## src/rtl/decode_pkg.sv

```systemverilog
// RV32 decode definitions: opcode constants, immediate-format enum, decoded-field bundle.
// Shared by imm_gen and decode_stage.
package decode_pkg;

  localparam logic [6:0] OP_LUI    = 7'b0110111;
  localparam logic [6:0] OP_AUIPC  = 7'b0010111;
  localparam logic [6:0] OP_JAL    = 7'b1101111;
  localparam logic [6:0] OP_JALR   = 7'b1100111;
  localparam logic [6:0] OP_BRANCH = 7'b1100011;
  localparam logic [6:0] OP_LOAD   = 7'b0000011;
  localparam logic [6:0] OP_STORE  = 7'b0100011;
  localparam logic [6:0] OP_IMM    = 7'b0010011;
  localparam logic [6:0] OP_REG    = 7'b0110011;
  localparam logic [6:0] OP_SYSTEM = 7'b1110011;

  typedef enum logic [2:0] {
    FMT_R    = 3'd0,
    FMT_I    = 3'd1,
    FMT_S    = 3'd2,
    FMT_B    = 3'd3,
    FMT_U    = 3'd4,
    FMT_J    = 3'd5,
    FMT_NONE = 3'd6
  } imm_fmt_t;

  typedef struct packed {
    logic [6:0] funct7;
    logic [4:0] rs2;
    logic [4:0] rs1;
    logic [2:0] funct3;
    logic [4:0] rd;
    logic [6:0] opcode;
    imm_fmt_t   imm_fmt;
    logic       illegal;
  } decoded_t;

endpackage

```

## src/rtl/imm_gen.sv

```systemverilog
// Combinational RV32 immediate generator: instr -> sign-extended imm, format, illegal flag.
// Zero latency, no flow control.
module imm_gen
  import decode_pkg::*;
#(
  parameter int XLEN = 32
) (
  input  logic [31:0]     instr,
  output logic [XLEN-1:0] imm,
  output imm_fmt_t        imm_fmt,
  output logic            illegal
);

  logic [31:0] imm32;

  always_comb begin
    imm32   = '0;
    imm_fmt = FMT_NONE;
    illegal = 1'b0;
    case (instr[6:0])
      OP_IMM, OP_LOAD, OP_JALR, OP_SYSTEM: begin
        imm_fmt = FMT_I;
        imm32   = {{20{instr[31]}}, instr[31:20]};
      end
      OP_STORE: begin
        imm_fmt = FMT_S;
        imm32   = {{20{instr[31]}}, instr[31:25], instr[11:7]};
      end
      OP_BRANCH: begin
        imm_fmt = FMT_B;
        imm32   = {{19{instr[31]}}, instr[31], instr[7], instr[30:25], instr[11:8], 1'b0};
      end
      OP_LUI, OP_AUIPC: begin
        imm_fmt = FMT_U;
        imm32   = {instr[31:12], 12'b0};
      end
      OP_JAL: begin
        imm_fmt = FMT_J;
        imm32   = {{11{instr[31]}}, instr[31], instr[19:12], instr[20], instr[30:21], 1'b0};
      end
      OP_REG: imm_fmt = FMT_R;
      // Every recognised opcode ends in 2'b11, so compressed encodings land here too.
      default: illegal = 1'b1;
    endcase
  end

  assign imm = XLEN'($signed(imm32));

endmodule

```

## src/rtl/decode_stage.sv

```systemverilog
// Registered RV32 decode stage with optional 2-entry skid buffer between fetch and execute.
// Latency 1 cycle; SKID_EN=1 decouples in_ready from out_ready, SKID_EN=0 passes out_ready through.
module decode_stage
  import decode_pkg::*;
#(
  parameter int XLEN    = 32,
  parameter bit SKID_EN = 1'b1
) (
  input  logic            clk,
  input  logic            reset,
  input  logic            flush,
  input  logic            in_valid,
  output logic            in_ready,
  input  logic [31:0]     in_instr,
  input  logic [XLEN-1:0] in_pc,
  output logic            out_valid,
  input  logic            out_ready,
  output logic [XLEN-1:0] out_pc,
  output logic [6:0]      opcode,
  output logic [4:0]      rd,
  output logic [2:0]      funct3,
  output logic [4:0]      rs1,
  output logic [4:0]      rs2,
  output logic [6:0]      funct7,
  output logic [XLEN-1:0] imm,
  output imm_fmt_t        imm_fmt,
  output logic            illegal
);

  typedef enum logic [1:0] {EMPTY, ONE, TWO} state_t;

  state_t          state, state_nxt;
  logic            in_fire, out_fire;
  logic            load_out, load_skid, out_from_skid;
  decoded_t        in_dec, out_dec, skid_dec;
  logic [XLEN-1:0] in_imm, out_imm, skid_imm;
  logic [XLEN-1:0] out_pc_q, skid_pc;
  imm_fmt_t        in_fmt;
  logic            in_illegal;

  imm_gen #(.XLEN(XLEN)) u_imm_gen (
    .instr   (in_instr),
    .imm     (in_imm),
    .imm_fmt (in_fmt),
    .illegal (in_illegal)
  );

  // Decode happens before storage, so the skid entry already holds a finished bundle.
  assign in_dec = '{funct7:  in_instr[31:25],
                    rs2:     in_instr[24:20],
                    rs1:     in_instr[19:15],
                    funct3:  in_instr[14:12],
                    rd:      in_instr[11:7],
                    opcode:  in_instr[6:0],
                    imm_fmt: in_fmt,
                    illegal: in_illegal};

  assign out_valid = (state != EMPTY);
  assign in_ready  = !reset && (SKID_EN ? (state != TWO) : ((state == EMPTY) || out_ready));
  assign in_fire   = in_valid && in_ready;
  assign out_fire  = out_valid && out_ready;

  always_comb begin
    state_nxt     = state;
    load_out      = 1'b0;
    load_skid     = 1'b0;
    out_from_skid = 1'b0;
    case (state)
      EMPTY: if (in_fire) begin
        state_nxt = ONE;
        load_out  = 1'b1;
      end
      ONE: begin
        if (in_fire && out_fire) begin
          load_out = 1'b1;
        end else if (in_fire) begin
          state_nxt = TWO;
          load_skid = 1'b1;
        end else if (out_fire) begin
          state_nxt = EMPTY;
        end
      end
      TWO: if (out_fire) begin
        state_nxt     = ONE;
        load_out      = 1'b1;
        out_from_skid = 1'b1;
      end
      default: state_nxt = EMPTY;
    endcase
    // A same-cycle output transfer still completes; anything accepted this cycle is dropped.
    if (flush) begin
      state_nxt     = EMPTY;
      load_out      = 1'b0;
      load_skid     = 1'b0;
      out_from_skid = 1'b0;
    end
  end

  always_ff @(posedge clk or posedge reset) begin
    if (reset) begin
      state    <= EMPTY;
      out_dec  <= '0;
      out_imm  <= '0;
      out_pc_q <= '0;
      skid_dec <= '0;
      skid_imm <= '0;
      skid_pc  <= '0;
    end else begin
      state <= state_nxt;
      if (load_out) begin
        if (out_from_skid) begin
          out_dec  <= skid_dec;
          out_imm  <= skid_imm;
          out_pc_q <= skid_pc;
        end else begin
          out_dec  <= in_dec;
          out_imm  <= in_imm;
          out_pc_q <= in_pc;
        end
      end
      if (load_skid) begin
        skid_dec <= in_dec;
        skid_imm <= in_imm;
        skid_pc  <= in_pc;
      end
    end
  end

  assign out_pc  = out_pc_q;
  assign opcode  = out_dec.opcode;
  assign rd      = out_dec.rd;
  assign funct3  = out_dec.funct3;
  assign rs1     = out_dec.rs1;
  assign rs2     = out_dec.rs2;
  assign funct7  = out_dec.funct7;
  assign imm     = out_imm;
  assign imm_fmt = out_dec.imm_fmt;
  assign illegal = out_dec.illegal;

endmodule
```

## config.mk

```make
export PLATFORM = sky130hd
export DESIGN_NAME = decode_stage
export DESIGN_NICKNAME = d
export VERILOG_FILES = /design/src/rtl/decode_pkg.sv /design/src/rtl/imm_gen.sv /design/src/rtl/decode_stage.sv
export SDC_FILE = /design/constraint.sdc
export NUM_CORES = 1
export LEC_CHECK = 0
export CAP_MARGIN = 30
export CORE_MARGIN = 4
export CORE_UTILIZATION = 30
export CTS_BUF_LIST = sky130_fd_sc_hd__clkbuf_8
export DETAILED_ROUTE_END_ITERATION = 12
export PLACE_DENSITY = 0.56
export SYNTH_ARGS = -nofsm -noshare
export SYNTH_HDL_FRONTEND = slang
export SYNTH_SLANG_ARGS = --single-unit
```

## constraint.sdc

```tcl
create_clock -name clk -period 11.2 [get_ports clk]
set_input_delay 1.68 -clock clk [delete_from_list [all_inputs] [get_ports clk]]
set_output_delay 1.68 -clock clk [all_outputs]
set_load 0.005 [all_outputs]
```

* Word level (Yosys, flattened, before mapping)
Cells that the tools add are included.
** Word-level totals
- Register bits :: 202
- Latch bits :: 0
- Memory bits (writable) :: 0
- ROM bits :: 0
- Input bits :: 69
- Memories kept :: 0
** Cells by class
- $add $sub $neg :: 0
- $mul :: 0
- Div/mod/pow operators :: 0
- Order comparisons :: 0
- Equal/unequal tests :: 17
- Shifts and indexed selects :: 0
- Muxes and demuxes :: 23
- Bitwise operators :: 0
- Reduce and logical (&&, ||, !) cells :: 11
** Operators by type and width (number)
- $pmux 32 s5 :: 1
- $mux 32 :: 2
- $mux 36 :: 1
- $eq 7x7->1 const B :: 4
- $eq 7x6->1 const B :: 3
- $pmux 3 s6 :: 1
- $eq 7x5->1 const B :: 2
- $mux 2 :: 6
- $mux 1 :: 10
- $reduce_or 10->1 :: 1
- $ne 3x3->1 const B :: 3
- $eq 7x2->1 const B :: 1
- $pmux 2 s3 :: 1
- $logic_and 1x1->1 :: 4
- $ne 4x4->1 const B :: 1
- $reduce_and 4->1 :: 1
- $reduce_or 4->1 :: 1
- $pmux 1 s3 :: 1
- $eq 2x1->1 const B :: 1
- $eq 2x2->1 const B :: 1
- $logic_not 2->1 :: 1
- $ne 2x2->1 const B :: 1
- $reduce_bool 2->1 :: 1
- $reduce_or 2->1 :: 1
- $logic_not 1->1 :: 1

* Logic depth before layout (Yosys ltp)
Gate-level depths: netlist of the first run.
- Word-level depth :: 7
- Mapped depth :: 7
- Mapped depth without buffers :: 5

* Hierarchy
From an unflattened synthesis of the first run, not the netlist that was laid out.
** Unflattened totals
- Cells, all modules :: 763
- Area, all modules :: 9525.4 um^2
** By module, submodules not included
- decode_stage :: times used 1, cells each 665, area an instance 8878.5 um^2, seq. area each 5054.8 um^2
- imm_gen :: times used 1, cells each 98, area an instance 646.9 um^2, seq. area each 0.0 um^2

* Least setup slack after synthesis of the first run
No wires, ideal clock.
- Path kind :: input-to-output
- Start :: input reset
- End :: output in_ready
- Arrival :: 1786 ps
- Required time :: 9520 ps
- Setup slack :: 7734 ps
- Stages :: 1
- Path buffers :: 0
- Path through :: nor2_1
** Between the ends
- Cells in the longest elaborated chain, start to end :: 2
** RTL lines
- start: declaration :: RTL line decode_stage.sv:10 : input logic reset,
- $logic_not 1->1 (no line)
- $logic_and 1x1->1 :: RTL line decode_stage.sv:59 : assign in_ready = !reset && (SKID_EN ? (state != TWO) : ((state == EMPTY) || out_ready));
- end: declaration :: RTL line decode_stage.sv:13 : output logic in_ready,
Every way passes these cells.

* Worst setup path in the final report of the first run
Ends and elaborated chain as after synthesis.

==> results.md, run 1 <==
- Outcome: finished clean
- Area leader, netlist: dfrtp_1
- Largest family of logic cells by synthesized area: simple AND/OR/NAND/NOR gates
- Placer congestion estimate: 0.767
- Unrepaired setup endpoints after global routing: false
- Via density per instance: 4.78
- Multiplexer share of the synthesized area: 0.479%
- Final hold vios: 0
- Via count: 7431
- CTS Buffer Depth: 3
- Initial Util: 30.7%
- Final Max Slew Viols: 0
- Vias in the first global route: 7288
- Initial antenna violation count: 1
- GRT overflow: 0
- Core area: 28900 µm²
- Cts bufs inserted: 39
- Synth Warn #: 0
- Final setup fails: 0
- Pre-CTS setup slack: 6.27 ns
- Number of synthesized flops with an enable pin: 0
- Hold Crit Depth: 2
- Row cnt: 62
- Hold Buf Count CTS: 0
- WL final: 25700 µm
- Syn Inst Count: 999
- Crit. End Element: output port
- HP Class: reg2reg
- Sequential area share after synthesis: 56.9%
- Boundary Pins: 171
- Share of layout cells above drive strength 1: 7.61%
- WL/cell: 16.6 µm
- Placed cells: 1493
- Resize count post-CTS: 0
- Non-Filler Instances: 1554
- Clock Root Buffer: clkbuf_8
- Post-Synth Simple-Gate Area: 24.1%
- Largest net degree at the start of global routing: 125
- Post-DRT Antenna Nets: 0
- Post-synthesis compound-gate area fraction: 13.8%
- Clk Latency, worst-skew pair: 0.52 ns
- Syn Nets: 1068
- Post-Syn Area: 8890 µm²
- Data arrival, critical path: 2.89 ns
- CTS tree: done
- Residual DRC count: 0
- Max_slew headroom: 41.0%
- Post-CTS Setup Repair Bufs: 0
- Chip height: 180 µm
- H-tree depth: 2
- Die W: 180 µm
- Area added between synthesis and finish: 29.7%
- Detailed Place HPWL: 16200 µm
- First-pass GRT wire length: 41400 µm
- Worst Max-Slew Pin Slew: 0.885 ns
- N_diodes: 0
- WHS: 0.469 ns
- Iter 0 DRT Violations: 521
- VDD IR max: 0.0654 mV
- Total Neg Setup Slack: 0 ns
- Setup CP Type: in2out
- Sinks on Clock Net: 202
- Adder-cell share of the synthesized area: 0%
- Worst Path Required: 9.52 ns
- Register clock-pin slew on the reported worst setup and hold paths: 0.06 ns
- Port-buffer cells: 170
- Area contributors post-synth: dfrtp_1 57%, nand2_1 16%, a31oi_1 5.6%
- Crit share post-route: 40.8%
- P per Cell Area: 170 nW/µm²
- Ys flop type: dfrtp_1
- Clk_skew: 0.0174 ns
- Reg2Reg Depth: 5
- Max-cap viol count: 0
- Die area: 32400 µm²
- Most common cell after layout, fill and taps aside: nand2_1
- Crit path time final: 4.57 ns
- Total chip power: 1.96 mW
- LEAKAGE: 5.26 nW
- Mean post-synth cell area: 8.90 µm²
- Flops & latches, synth: 202
- Worst-path maximum fanout: 4
- Yosys cell types: 57
- Gr usage total: 15.6%
- Commonest non-fill, non-tap cells in the layout: 380 x nand2_1, 202 x dfrtp_1, 170 x clkdlybuf4s50_1, 105 x nor2_1, 80 x a31oi_1
- Synth async-reset ratio: 100%
- Top cell type's share of synthesized area: 56.9%
- Synth Area in XOR/XNOR: 0.0985%
- Final Net Count: 1220
- Pre-antenna DRT Iters: 5
- FMAX: 0.219 GHz
- Post-route setup slack: 6.63 ns
- CP Launch Type: input port
## path summary, 6_finish.rpt
path                                         from                 endpoint  slack, ns
max                                         reset                 in_ready       6.63
max in group asynchronous                   reset       rs2[1]$_DFFE_PP0P_       8.21
max reg2reg                  state[0]$_DFFE_PP0P_       imm[0]$_DFFE_PP0P_       8.26
min                        skid_pc[7]$_DFFE_PP0P_   skid_pc[7]$_DFFE_PP0P_       0.47
min reg2reg                skid_pc[7]$_DFFE_PP0P_   skid_pc[7]$_DFFE_PP0P_       0.47
min in group asynchronous                   reset  skid_pc[31]$_DFFE_PP0P_       1.53
## cell usage after synthesis, types with 2 or more instances
| library cell | count |
|---|---|
| a22oi_1 | 2 |
| nor2_1 | 105 |
| inv_1 | 3 |
| or2_2 | 2 |
| nand3b_1 | 2 |
| o21ai_0 | 9 |
| nand2b_1 | 3 |
| nor2b_1 | 3 |
| o211ai_1 | 2 |
| o32ai_1 | 3 |
| and3_1 | 2 |
| mux2i_1 | 2 |
| o22ai_1 | 15 |
| buf_2 | 37 |
| clkbuf_1 | 16 |
| mux2_2 | 2 |
| buf_4 | 11 |
| a211oi_1 | 2 |
| nand2_1 | 381 |
| a21oi_1 | 39 |
| and3b_1 | 3 |
| nand3_1 | 14 |
| buf_6 | 6 |
| a21oi_2 | 12 |
| dfrtp_1 | 202 |
| a31oi_1 | 80 |
| a21o_1 | 3 |
| nor3_1 | 2 |
| a221oi_1 | 8 |
## stage by stage
stage	instance area, µm²	util [%]
after CTS	11500	39.7
after floorplan	8890	-
after global placement	10800	37.2
after global routing	11500	39.8
after detailed placement	10800	37.5
final	11500	39.8
## final cells by class
| cell class | instances | area (µm²) |
|---|---|---|
| inverter | 3 | 18.8 |
| sequential | 202 | 5050 |
| timing repair buffer | 182 | 1870 |
| multi-input combinational | 723 | 3440 |
| clock inverter | 17 | 67.6 |
| clock buffer | 43 | 592 |
| fill | 2904 | 17400 |
| tap | 384 | 480 |
## state kept, by name, indices dropped and copies added (netlist names)
| name | count |
|---|---|
| skid_pc | 32 |
| out_pc | 32 |
| skid_dec | 36 |
| funct3 | 3 |
| illegal | 1 |
| state | 2 |
| opcode | 7 |
| imm | 32 |
| rs2 | 5 |
| imm_fmt | 3 |
| rd | 5 |
| rs1 | 5 |
| skid_imm | 32 |
| funct7 | 7 |
## cell families (layout without fill, tap and decap cells)
group / Yosys count / in the layout
buffers and inverters: 74 / 245
XOR/XNOR: 1 / 1
AND/OR/NAND/NOR: 530 / 530
multiplexers: 4 / 4
flip-flops: 202 / 202
AO/OA/AOI/OAI: 188 / 188
## worst max-delay path, stage by stage
cell	delay, ns
clkdlybuf4s50_1	0.54
nor2_1	0.16
clkdlybuf4s50_1	0.51
## power breakdown
part	switching, mW	internal [mW]
Sequential	0.0753	0.868
Combinational	0.162	0.215
Clock	0.297	0.345
## metal layers
layer,part of all wire (%),GRT usage (%),vias up
met1,46,21.5,3529
li1,-,-,3646
met5,0.047,0,-
met4,1.7,3.93,2
met3,8.0,5.37,37
met2,44,23.6,217
Note: power is estimated with default switching activity, not from simulation.
==> run 2, diff against run 1 <==
- PLACE_DENSITY: 0.56 -> 0.58
- clock period: 11.2 -> 4.13 ns (I/O delays scaled with it)
==> results.md, run 2 (synthesis results as in run 1) <==
- Outcome: finished clean
- Sw frac: 26.8%
- Reg with most FFs: skid_dec
- Worst-path maximum fanout: 18
- Post-route setup slack: 1.66 ns
- Residual DRC count: 0
- Chip height: 180 µm
- Iter 0 DRT Violations: 502
- Initial antenna violation count: 1
- Max-cap viol count: 0
- Initial Util: 30.7%
- Cts bufs inserted: 38
- Crit path time final: 2.47 ns
- LEAKAGE: 5.29 nW
- Share of layout cells above drive strength 1: 8.26%
- Final hold vios: 0
- Pre-CTS setup slack: 1.14 ns
- Gr usage total: 15.6%
- P per Cell Area: 473 nW/µm²
- Total Neg Setup Slack: 0 ns
- Pre-antenna DRT Iters: 5
- Clk pwr share: 34.8%
- Number of flip-flops in the largest register: 36
- N_diodes: 0
- Resize count post-CTS: 0
- Clk Latency, worst-skew pair: 0.52 ns
- Metal3 WL: 1840 µm
- WP buf/inv: 1
- Area added between synthesis and finish: 30.8%
- Combinational power share: 18.7%
- FMAX: 0.405 GHz
- Worst Path Required: 4.59 ns
- WL/cell: 16.8 µm
- Final Net Count: 1222
- Clock Root Buffer: clkbuf_8
- Clk_skew: 0.0144 ns
- Core area: 28900 µm²
- Via count: 7519
- Placer congestion estimate: 0.818
- H-tree depth: 2
- Crit share post-route: 59.8%
- Register clock-pin slew on the reported worst setup and hold paths: 0.06 ns
- Internal power: 4.03 mW
- Unrepaired setup endpoints after global routing: false
- CP top delay family: simple AND/OR/NAND/NOR gates
- Vias in the first global route: 7231
- Total chip power: 5.50 mW
- Seq pwr share: 46.5%
- WL final: 26100 µm
- Detailed Place HPWL: 16900 µm
- Metal2 WL: 11600 µm
- Setup CP Type: in2reg
- Data arrival, critical path: 2.93 ns
- CTS tree: done
- Crit. End Element: register
- Crit-path cells: clkdlybuf4s50_1 -> nand4bb_1 -> nor3b_2 -> a32oi_1 -> a21oi_1 -> mux2_2
- Critical-path top delay cell: clkdlybuf4s50_1
- Met1 Wirelength: 12300 µm
- HP Class: reg2reg
- Largest net degree at the start of global routing: 127
- Final setup fails: 0
- Final Max Slew Viols: 0
- VDD IR max: 0.275 mV
- Worst Max-Slew Pin Slew: 0.772 ns
- Row cnt: 62
- Die W: 180 µm
- Commonest non-fill, non-tap cells in the layout: 380 x nand2_1, 202 x dfrtp_1, 170 x clkdlybuf4s50_1, 105 x nor2_1, 80 x a31oi_1
- Net load switching power: 1.47 mW
- Die area: 32400 µm²
- Hold Buf Count CTS: 0
- CTS Buffer Depth: 3
- Post-CTS Setup Repair Bufs: 0
- CP Launch Type: input port
- Boundary Pins: 171
- Most common cell after layout, fill and taps aside: nand2_1
- GRT overflow: 0
- Via density per instance: 4.82
- Sinks on Clock Net: 202
- Max_slew headroom: 48.4%
- Fillcell total: 2904
- First-pass GRT wire length: 41500 µm
- Port-buffer cells: 170
- Slowest Stage Delay on Critical Path: 0.70 ns
- Top sig layer: met5
- Post-DRT Antenna Nets: 0
## run 2: cell types whose count changed in the layout (fill, tap and decap cells not counted), sizes merged
| cell | change |
|---|---|
| clkbuf | +5 |
| inv | -4 |
| buf | +3 |
| clkinv | -2 |
| clkinvlp | +2 |
| bufinv | +1 |
## run 2: worst paths after layout
check,startpoint,to,slack [ns],cells past startpoint
worst max-delay path,in_instr[2],imm[0]$_DFFE_PP0P_,1.66,6
worst min register to register,skid_pc[6]$_DFFE_PP0P_,skid_pc[6]$_DFFE_PP0P_,0.47,2
min in group asynchronous,reset,rs2[3]$_DFFE_PP0P_,0.58,2
worst min-delay path,skid_pc[6]$_DFFE_PP0P_,skid_pc[6]$_DFFE_PP0P_,0.47,2
max in group asynchronous,reset,skid_pc[9]$_DFFE_PP0P_,2.53,3
worst max register to register,state[1]$_DFFE_PP0P_,skid_imm[30]$_DFFE_PP0P_,1.87,5
## run 2: power by group through the flow
stage	logic [mW]	registers, mW	clock network [mW]
global route	1.15	2.61	2.08
floorplan	0.444	2.57	0
finish	1.03	2.56	1.92
global placement	1.03	2.59	0
CTS	1.05	2.56	1.99
detailed placement	1.04	2.59	0
## run 2: metrics by stage
step           instances  utilization (%)  hold slack (ns)  cell area [µm²]
2_1_floorplan        999                -            0.446             8890
3_3_place_gp        1497             37.6            0.457            10900
3_5_place_dp        1497             37.6            0.462            10900
4_1_cts             1559             40.2            0.475            11600
5_1_grt             1559             40.2            0.489            11600
6_report            1559             40.2            0.471            11600
## run 2: layout make-up
class                   instances  area (µm²)  area share, %
clock inverters                14        83.8          0.721
repair buffers                185        1890           16.3
inverters                       3        15.0          0.129
flip-flops and latches        202        5050           43.5
clock buffers                  48         661           5.68
well taps                     384         480           4.13
multi-input cells             723        3440           29.6
## run 2: layer usage
layer,vias up,global-route usage [%]
met1,3594,22.1
met4,2,3.87
li1,3655,-
met5,-,0
met3,37,4.34
met2,231,23.9
## run 2: tightest hold or removal path, cell delays in order, from the launching register on
cell     delay, ns
dfrtp_1       0.34
nand2_1       0.05
nand2_1       0.05
